--- src/rtl/seg_scan_if.sv ---
// Bundle of the display-register load path and the scanned digit outputs
// exchanged between a host and the 4-digit 7-segment scanner.
interface seg_scan_if;
    logic        load;
    logic [15:0] din;
    logic        blank_lz;
    logic [3:0]  x;
    logic [3:0]  dig_en;
    logic        frame;

    modport master (
        output load,
        output din,
        output blank_lz,
        input  x,
        input  dig_en,
        input  frame
    );

    modport slave (
        input  load,
        input  din,
        input  blank_lz,
        output x,
        output dig_en,
        output frame
    );
endinterface

--- src/rtl/seg_scan_mux.sv ---
// Time-multiplexed scanner for a 4-digit common-anode 7-segment display.
// Presents one nibble of the held 16-bit value at a time on x (for dec7seg),
// with a one-hot digit enable, optional leading-zero blanking and a frame
// pulse at the start of each new scan.
module seg_scan_mux #(
    parameter int DIV = 50000
) (
    input  logic        clk,
    input  logic        rst,
    seg_scan_if.slave   bus
);

    // Prescaler needs at least one bit even when DIV is 1.
    localparam int             PW        = (DIV > 1) ? $clog2(DIV) : 1;
    localparam logic [PW-1:0]  PRESC_MAX = PW'(DIV - 1);

    logic [PW-1:0] presc;
    logic [1:0]    idx;
    logic [15:0]   val;
    logic          frame_q;
    logic          slot_end;
    logic          blank;
    logic [3:0]    nib;

    assign slot_end = (presc == PRESC_MAX);

    // Prescaler, digit index, display register and frame pulse.
    always_ff @(posedge clk) begin
        if (rst) begin
            presc   <= '0;
            idx     <= 2'd0;
            val     <= 16'h0000;
            frame_q <= 1'b0;
        end else begin
            if (slot_end) begin
                presc <= '0;
                idx   <= idx + 2'd1;
            end else begin
                presc <= presc + PW'(1);
            end
            // Pulse in the first cycle of digit 0's slot after a full scan.
            frame_q <= slot_end && (idx == 2'd3);
            if (bus.load) begin
                val <= bus.din;
            end
        end
    end

    // Active nibble and leading-zero blanking decision for the current slot.
    always_comb begin
        nib   = val[4*idx +: 4];
        blank = 1'b0;
        if (bus.blank_lz) begin
            case (idx)
                2'd1:    blank = (val[15:4]  == 12'h000);
                2'd2:    blank = (val[15:8]  == 8'h00);
                2'd3:    blank = (val[15:12] == 4'h0);
                default: blank = 1'b0;  // digit 0 always shows, so 0 reads "0"
            endcase
        end
    end

    assign bus.x      = blank ? 4'h0 : nib;
    assign bus.dig_en = blank ? 4'b0000 : (4'b0001 << idx);
    assign bus.frame  = frame_q;

endmodule

--- src/flat_wrapper.sv ---
// flat-port wrapper written by rule: the top's interface ports become plain ports
module seg_scan_mux_flat 
#(
    parameter int DIV = 50000
)
  (clk, rst, bus_load, bus_din, bus_blank_lz, bus_x, bus_dig_en, bus_frame);
  seg_scan_if bus_i ();
  input  logic clk;
  input  logic rst;
  input wire logic [$bits(bus_i.load)-1:0] bus_load;
  input wire logic [$bits(bus_i.din)-1:0] bus_din;
  input wire logic [$bits(bus_i.blank_lz)-1:0] bus_blank_lz;
  output wire logic [$bits(bus_i.x)-1:0] bus_x;
  output wire logic [$bits(bus_i.dig_en)-1:0] bus_dig_en;
  output wire logic [$bits(bus_i.frame)-1:0] bus_frame;
  assign bus_i.load = bus_load;
  assign bus_i.din = bus_din;
  assign bus_i.blank_lz = bus_blank_lz;
  assign bus_x = bus_i.x;
  assign bus_dig_en = bus_i.dig_en;
  assign bus_frame = bus_i.frame;
  seg_scan_mux #(.DIV(DIV)) u_core (.clk(clk), .rst(rst), .bus(bus_i));
endmodule
--- config.mk ---
export PLATFORM = sky130hd
export DESIGN_NAME = seg_scan_mux_flat
export DESIGN_NICKNAME = d
export VERILOG_FILES = /design/src/rtl/seg_scan_if.sv /design/src/rtl/seg_scan_mux.sv /design/src/flat_wrapper.sv
export SDC_FILE = /design/constraint.sdc
export NUM_CORES = 1
export LEC_CHECK = 0
export BUFFER_PORTS_ARGS = -buffer_cell sky130_fd_sc_hd__buf_2
export CORE_ASPECT_RATIO = 0.9
export CORE_MARGIN = 3
export CORE_UTILIZATION = 54
export CTS_CLUSTER_DIAMETER = 150
export DETAILED_ROUTE_END_ITERATION = 6
export PLACE_DENSITY = 0.85
export SLEW_MARGIN = 25
export SYNTH_ARGS = -nofsm -noshare
export SYNTH_HDL_FRONTEND = slang
export SYNTH_SLANG_ARGS = --single-unit
--- constraint.sdc ---
create_clock -name clk -period 2.6 [get_ports clk]
set_input_delay 0 -clock clk [delete_from_list [all_inputs] [get_ports clk]]
set_output_delay 0 -clock clk [all_outputs]
set_load 0.1 [all_outputs]
# ---- Yosys cells after proc, flatten, opt, wreduce, memory -nomap -nowiden
# Cells that the tools add are included.
dict set report word_totals {
  regBits 35
  word_cells 21
  inputBits 20
}
dict set report op_classes {
  shift 2
  n_reduce_logical 5
  eq_ne 4
  muxes 4
  n_addsub 2
}
# operator count
set op_table {}
lappend op_table {{adder 16 x 1 -> 16 bit (second input constant)} 1}
lappend op_table {{== test 16 bit (second input constant)} 1}
lappend op_table {{variable part select 16 x 5 -> 4 bit} 1}
lappend op_table {{logical NOT 12 bit} 1}
lappend op_table {{logical NOT 8 bit} 1}
lappend op_table {{2-to-1 mux 4 bit} 2}
lappend op_table {{== test 2 bit (second input constant)} 2}
lappend op_table {{logical NOT 4 bit} 1}
lappend op_table {{<< shifter 1 x 2 -> 4 bit (first input constant)} 1}
lappend op_table {{case mux 1 bit (3 select lines)} 1}
lappend op_table {{adder 2 x 1 -> 2 bit (second input constant)} 1}
lappend op_table {{== test 2 x 1 -> 1 bit (second input constant)} 1}
lappend op_table {{OR reduction 2 bit} 1}
lappend op_table {{logical AND 1 bit} 1}
lappend op_table {{2-to-1 mux 1 bit} 1}

# ---- Depth between registers and ports, before layout
# Gate-level depths: netlist (run 1).
dict set report depth {
  word_depth 4
  ltp_mapped 8
  ltp_nobuf 6
}

# ---- Least setup slack after synthesis (run 1)
# Ideal clock, no wire load.
dict set report synth_timing {
  path_type {reg-to-output}
  startpoint {register u_core.idx[0]}
  endpoint {output port bus_dig_en[3]}
  t_arrival_ns 3.689
  path_buffers 0
  path_stages_with_launch 5
  setup_slack_ns -1.089
  path_cell_list {dfxtp_1 inv_1 ha_1 nor2b_1 a21boi_0}
}
dict set report synth_via {
  elab_chain_cells 4
  elab_cells_between_ends 7
  classes_between {3 x eq/ne; 1 x shift; 3 x mux}
}
# item line
set synth_rtl {}
lappend synth_rtl {{from (decl)} seg_scan_mux.sv:18} ;# logic [1:0] idx;
lappend synth_rtl {{from (signal assigned)} seg_scan_mux.sv:37} ;# idx <= idx + 2'd1;
lappend synth_rtl {{== test 2 bit / == test 2 x 1 -> 1 bit (equally long branches)} seg_scan_mux.sv:54} ;# case (idx)
lappend synth_rtl {{case mux 1 bit (3 select lines)} seg_scan_mux.sv:54}
lappend synth_rtl {{2-to-1 mux 1 bit} seg_scan_mux.sv:53} ;# if (bus.blank_lz) begin
lappend synth_rtl {{2-to-1 mux 4 bit *} seg_scan_mux.sv:64} ;# assign bus.dig_en = blank ? 4'b0000 : (4'b0001 << idx);
lappend synth_rtl {{to (decl)} flat_wrapper.sv:14} ;# output wire logic [$bits(bus_i.dig_en)-1:0] bus_dig_en;
# Mark *: on every way between the ends. The rest lies on a longest branch, timed or not.

# ---- Worst setup path after layout (run 1)
dict set report layout_timing {
  startpoint {register u_core.idx[0]}
  endpoint {output port bus_x[3]}
}
dict set report layout_via {
  elab_chain_cells 4
  elab_cells_between_ends 7
  classes_between {3 x eq/ne; 1 x shift; 3 x mux}
}
# item line
set layout_rtl {}
lappend layout_rtl {{== test 2 bit / == test 2 x 1 -> 1 bit (equally long branches)} seg_scan_mux.sv:54}
lappend layout_rtl {{case mux 1 bit (3 select lines)} seg_scan_mux.sv:54}
lappend layout_rtl {{2-to-1 mux 1 bit} seg_scan_mux.sv:53}
lappend layout_rtl {{2-to-1 mux 4 bit *} seg_scan_mux.sv:63} ;# assign bus.x = blank ? 4'h0 : nib;
lappend layout_rtl {{to (decl)} flat_wrapper.sv:13} ;# output wire logic [$bits(bus_i.x)-1:0] bus_x;
# Marks and branches as above.

==> metrics.md, run 1 <==
| Metric | Value |
|---|---|
| Outcome | complete, no violations |
| Most used DFF post-synth | dfxtp_1 |
| Total power | 1.18 mW |
| Critical-path top delay cell | dfxtp_1 |
| Final Hold Fails | 0 |
| # IOs | 29 |
| Arr. time, crit path | 2.29 ns |
| Final setup skew | 0.0130 ns |
| Largest net degree at the start of global routing | 21 |
| Share of layout cells above drive strength 1 | 22.6% |
| EDFF count, synth | 0 |
| Finished Core Util | 73.1% |
| Vias in the first global route | 1323 |
| Layout area overhead | 27.2% |
| Diode count | 0 |
| Seq cells post-synth | 35 |
| Crit Path Category | reg -> out |
| CP Launch Type | register |
| Filler cells | 205 |
| Leakage | 0.830 nW |
| Final max-slew violation count | 0 |
| Avg Inst Size Synth | 9.61 um2 |
| Vias | 1361 |
| Reg2reg path depth | 5 |
| Post-Syn Instances | 167 |
| Postcts setup bufs | 0 |
| Asr flop ratio synth | 0% |
| Area fraction of the dominant cell type after synthesis | 43.6% |
| Total track usage | 22.4% |
| CTS tree | yes |
| Cell area after synthesis | 0.00161 mm2 |
| RSZ-0062 raised after global routing | no |
| Min Tclk post-route | 2.29 ns |
| Worst-Margin Slew | 0.571 ns |
| Initial antenna violation count | 0 |
| Grt total ovfl | 0 |
| Sequential share of the synthesized area | 43.6% |
| Clock Latency Late Sink | 0.35 ns |
| Cell family with most CP delay | buffers and inverters |
| Starting Density | 57.5% |
| Ordered list of cells on the worst path | inv_1 -> ha_1 -> nor2b_1 -> nand3_1 -> o21ai_1 -> buf_4 -> nor2b_2 -> buf_2 |
| Worst R2R Setup Slack | 0.55 ns |
| First-pass GRT wire length | 6.16 mm |
| DRT iter0 DRCs | 69 |
| Hold Crit Depth | 2 |
| Antenna-violating nets left | 0 |
| Row count | 18 |
| Required @ worst endpoint | 2.60 ns |
| HPWL Detailed | 2.53 mm |
| Maximum clock path buffer count | 2 |
| Leading post-synthesis cells by cell area | dfxtp_1 44%, mux2i_1 11%, nor2_1 8.9% |
| Slew HR | 61.6% |
| Yosys cell types | 26 |
| Tcrit/Tclk final | 88.2% |
| Max-cap violations | 0 |
| Clk Tree Root Cell | clkbuf_4 |
| WL per Instance | 15.0 um |
| Pre-antenna DRT Iters | 7 |
| CP bufs+invs | 3 |
| Worst Path Max Fanout | 7 |
| Vias per cell | 5.40 |
| Die Ht | 57.7 um |
| Routability cong. | 0.809 |
| Drt drc | 0 |
| Final setup viols | 0 |
| CP peak stage delay | 0.55 ns |
| Mapped Nets | 192 |
| I/O Buffers | 28 |
| Fin nets | 236 |
| Synth top cells by count | 38 x nor2_1, 35 x dfxtp_1, 17 x mux2i_1, 14 x xnor2_1, 8 x nand3_1 |
| Post-CTS Hold Fix Bufs | 16 |
| Clk sinks | 35 |
| H-tree Lvls | 2 |
| Top-count cell post-synth | nor2_1 |
| Power Dens Cells | 577 mW/mm2 |
| Num CTS Buffers | 5 |
| Clk pin slew, worst setup/hold paths | 0.11 ns |
| Multi-input logic area | 860 um2 |
| Register area | 701 um2 |
| Peak VDD IR | 410 uV |
| Largest area contributor in the netlist | dfxtp_1 |
| Synth warnings | 0 |
| Stages on worst setup path | 8 |
| Resize count post-CTS | 0 |
| Die width | 63.5 um |
| Setup_tns | 0 ns |
| CORE AREA | 0.00279 mm2 |
| Die ar. | 0.00366 mm2 |
| Fmax | 0.436 GHz |
| Tightest Hold Check Type | in -> reg |
| Final wirelength | 3.77 mm |
| Critical Path Sink Type | primary output |
## layout make-up
type | count | share of cell area, %
sequential | 35 | 34.3
inverter | 6 | 1.10
clock buffer | 6 | 2.02
clock inverter | 2 | 2.94
multi-input combinational | 118 | 42.1
timing repair buffer | 45 | 15.1
tap | 40 | 2.45
## where the power goes
group          internal [mW]  switching [mW]  leakage (nW)
combinational         0.0562          0.0670         0.491
sequential             0.555          0.0177         0.286
clock                  0.300           0.183        0.0525
## layout by cell type, fill, tap and decap left out, drive strengths merged
cell type    netlist  final
inv                6      6
nor3b              1      1
nand2b             1      1
or4b               2      2
nor3               3      3
a21oi              1      1
nand3              8      8
nand4b             1      1
xor2               1      1
nand4              3      3
buf                5     29
or4                1      1
o21ai              1      1
a21boi             1      1
xnor2             14     14
dlygate4sd3        0     16
nand2              2      2
mux2i             17     17
dfxtp             35     35
bufinv             0      2
clkbuf             3      6
nor4               7      7
ha                 5      5
nor2              38     38
nor2b              7      7
mux4               4      4
## registers in the layout, indices dropped and copies added, names as in the netlist
name	flops
u_core.presc	16
u_core.val	16
u_core.idx	2
u_core.bus.frame	1
## per-stage QoR
stage | cells | area [um2] | hold WS (ns) | setup slack (ns)
5_1_grt | 252 | 2040 | 0.0439 | 0.121
2_1_floorplan | 167 | 1630 | 0.147 | -0.116
6_report | 252 | 2040 | 0.0232 | 0.306
4_1_cts | 252 | 2040 | 0.0221 | 0.308
3_3_place_gp | 228 | 1780 | 0.232 | 0.673
3_5_place_dp | 228 | 1780 | 0.242 | 0.591
## cells by family (layout without fill, tap and decap cells)
logic type	Yosys count	in the layout	synth area share, %
AND/OR/NAND/NOR	74	74	22.7
flip-flops	35	35	43.6
multiplexers	21	21	16.2
XOR/XNOR	15	15	8.18
buffers and inverters	14	59	4.29
adder cells (fa/ha/maj)	5	5	3.90
AO/OA/AOI/OAI	3	3	1.09
## metal layers
| layer | up-vias | global-route usage [%] | routed length, um | share of wire [%] |
|---|---|---|---|---|
| met2 | 62 | 37.2 | 1810 | 48 |
| li1 | 659 | - | - | - |
| met5 | - | 0 | 0 | 0 |
| met4 | 0 | 12.0 | 126 | 3.3 |
| met1 | 624 | 25.2 | 1540 | 41 |
| met3 | 16 | 8.53 | 300 | 8.0 |
## worst paths after layout
check / endpoint / startpoint
worst min-delay path: u_core.val[13] / rst
worst max-delay path: bus_x[3] / u_core.idx[0]
worst min register to register: u_core.presc[0] / u_core.presc[0]
worst max register to register: u_core.presc[8] / u_core.presc[0]
Note: power is estimated with default switching activity, not from simulation.
==> run 2: changes to the inputs <==
Settings changed: ABC_AREA from default to 1, CORE_UTILIZATION 54 to 55.
==> metrics.md, run 2 <==
| Metric | Value |
|---|---|
| Worst hold start | bus_load |
| Final max-slew violation count | 0 (unchanged) |
| Min Tclk post-route | 2.26 ns (-0.0322 ns) |
| Regs by FF count | u_core.presc (16), u_core.val (16), u_core.idx (2) |
| Post-place setup slack | 0.732 ns (+0.141 ns) |
| Slew HR | 67.2% (+5.6 points) |
| EDFF count, synth | 0 (unchanged) |
| Maximum clock path buffer count | 2 (unchanged) |
| Diode count | 0 (unchanged) |
| Avg Inst Size Synth | 6.88 um2 (-28%) |
| Cell Count, Final, Fillers Out | 347 (+38%) |
| Required @ worst endpoint | 2.60 ns (about the same) |
| HPWL Detailed | 2.84 mm (+12%) |
| RSZ-0062 raised after global routing | no |
| Register area | 701 um2 (unchanged) |
| Yosys cell types | 28 (+7.7%) |
| Starting Density | 61.4% (+3.9 points) |
| Area fraction of the dominant cell type after synthesis | 39.3% (-4.3 points) |
| Post-Place Cells | 322 (+41%) |
| Most common cell after layout, fill and taps aside | nor2_1 |
| Resize count post-CTS | 0 (unchanged) |
| Worst r2r src | u_core.presc[0] |
| Row count | 18 (unchanged) |
| Leakage | 0.921 nW (+11%) |
| Drt drc | 0 (unchanged) |
| Most frequent cells in the layout | 68 x nor2_1, 35 x dfxtp_1, 33 x nand2_1 |
| Fmax | 0.442 GHz (+1.4%) |
| Vias per cell | 5.23 (-3.2%) |
| Post-Syn Instances | 259 (+55%) |
| Pre-antenna DRT Iters | 5 (-2) |
| Clk Tree Root Cell | clkbuf_4 |
| DRT iter0 DRCs | 194 (+180%) |
| Clock Latency Late Sink | 0.33 ns (-0.02 ns) |
| CORE AREA | 0.00291 mm2 (+4.0%) |
| Fin nets | 331 (+40%) |
| Most used DFF post-synth | dfxtp_1 |
| Die Ht | 60.0 um (+4.0%) |
| Worst R2R Setup Slack | 1.26 ns (+0.71 ns) |
| Reg2reg path depth | 6 (+1) |
| Asr flop ratio synth | 0% (unchanged) |
| Power Dens Cells | 473 mW/mm2 (-18%) |
| Arr. time, crit path | 2.26 ns (-0.03 ns) |
| Top-count cell post-synth | nor2_1 |
| First-pass GRT wire length | 7.24 mm (+17%) |
| WL per Instance | 12.2 um (-18%) |
| Share of layout cells above drive strength 1 | 16.6% (-6.0 points) |
| Routability cong. | 0.840 (+3.9%) |
| Outcome | complete, no violations |
| Max-cap violations | 0 (unchanged) |
| Final Hold Fails | 0 (unchanged) |
| Hold Crit Depth | 3 (+1) |
| Clk pin slew, worst setup/hold paths | 0.12 ns (about the same) |
| Synth top cells by count | 68 x nor2_1, 35 x dfxtp_1, 33 x nand2_1, 24 x inv_1, 24 x o21ai_0 |
| Post-CTS Hold Fix Bufs | 17 (+1) |
| Final wirelength | 4.24 mm (+12%) |
| # IOs | 29 (unchanged) |
| Num CTS Buffers | 5 (unchanged) |
| R2r endpoint | u_core.presc[8] |
| Seq cells post-synth | 35 (unchanged) |
| Post-route worst setup slack | 0.338 ns (+0.0322 ns) |
| Setup_tns | 0 ns (unchanged) |
| Final setup viols | 0 (unchanged) |
| Largest area contributor in the netlist | dfxtp_1 |
| Tcrit/Tclk final | 87.0% (-1.2 points) |
| Tightest Hold Check Type | in -> reg |
| Worst-Margin Slew | 0.495 ns (-0.0759 ns) |
| H-tree Lvls | 2 (unchanged) |
| Mapped Nets | 284 (+48%) |
| Worst Hold End | u_core.val[2] |
| Sequential share of the synthesized area | 39.3% (-4.3 points) |
| Final setup skew | 0.00768 ns (-0.00536 ns) |
| Leading post-synthesis cells by cell area | dfxtp_1 39%, nor2_1 14%, nand2_1 6.9% |
| Total track usage | 24.1% (+1.7 points) |
| Vias in the first global route | 1642 (+24%) |
| Worst Path Max Fanout | 13 (+6) |
| I/O Buffers | 28 (unchanged) |
| Layout area overhead | 22.5% |
| Synth warnings | 0 (unchanged) |
| Filler cells | 219 (+6.8%) |
| Vias | 1815 (+33%) |
| Initial antenna violation count | 0 (unchanged) |
| Largest net degree at the start of global routing | 20 (-4.8%) |
| Die ar. | 0.00396 mm2 (+8.1%) |
| Grt total ovfl | 0 (unchanged) |
| Postcts setup bufs | 0 (unchanged) |
| Multi-input logic area | 945 um2 (+9.9%) |
| Clk sinks | 35 (unchanged) |
| Antenna-violating nets left | 0 (unchanged) |
| Cell area after synthesis | 0.00178 mm2 (+11%) |
| CP Launch Type | register |
| Peak VDD IR | 306 uV (-26%) |
| CTS tree | yes |
| Critical Path Sink Type | primary output |
| Die width | 66.0 um (+4.0%) |
| Total power | 1.03 mW (-12%) |
| Crit Path Category | reg -> out |
==> run 2: cell count changes in the layout (fill, tap and decap cells not counted), moves of 13 or more <==
cell     delta
o21ai_0    +24
inv_1      +18
a21oi_1    +16
nand2_1    +31
xnor2_1    -13
mux2i_1    -17
nor2_1     +30
==> run 2: final cells by class <==
class	count	share of cell area [%]
clock buffer	6	2.35
clock inverter	2	0.745
inverter	29	5.04
multi-input combinational	190	43.3
sequential	35	32.1
tap	40	2.29
timing repair buffer	45	14.2
==> run 2: power breakdown <==
| part | switching [mW] | internal, mW | leakage, nW |
|---|---|---|---|
| clock network | 0.191 | 0.133 | 0.0345 |
| registers | 0.0161 | 0.557 | 0.287 |
| logic | 0.0852 | 0.0503 | 0.600 |
| total | 0.292 | 0.741 | 0.921 |
==> run 2: worst max-delay path by stage <==
stage / start / end / cells after the start
after floorplan: u_core.idx[0] / bus_dig_en[1] / 6
after global placement: u_core.idx[0] / bus_dig_en[3] / 7
after detailed placement: u_core.idx[0] / bus_dig_en[3] / 7
after CTS: u_core.idx[0] / bus_dig_en[3] / 7
after global routing: u_core.idx[0] / bus_dig_en[3] / 7
final: u_core.idx[0] / bus_dig_en[3] / 7
==> run 2: kinds of logic (layout without fill, tap and decap cells) <==
kind of cell    Yosys count  after routing  share of synthesized area, %
xor+xnor                  5              5                          2.46
buf+inv                  34             82                          7.72
fa+ha+maj                 5              5                          3.51
compound gates           49             49                          14.2
simple gates            131            131                          32.8
flops                    35             35                          39.3
==> run 2: through the flow <==
stage	cell area [um2]	util, %	hold slack, ns
3_5_place_dp	1950	67.0	0.214
5_1_grt	2180	75.2	0.105
4_1_cts	2180	75.2	0.0694
6_report	2180	75.2	0.0965
3_3_place_gp	1950	67.0	0.210
2_1_floorplan	1780	-	0.0691
==> run 2: worst max-delay path: stages, from the launching register on <==
cell and delay [ns]:
dfxtp_1 0.53, inv_2 0.18, ha_1 0.24, nand3b_1 0.17
nor3_2 0.32, or2_2 0.18, inv_1 0.03, buf_2 0.28
==> run 2: metal layers <==
layer	vias up	global-route usage [%]	part of all wire (%)
li1	924	-	-
met1	815	32.7	45
met2	70	37.3	46
met3	6	7.14	7.9
met4	0	7.25	1.5
met5	-	0	0
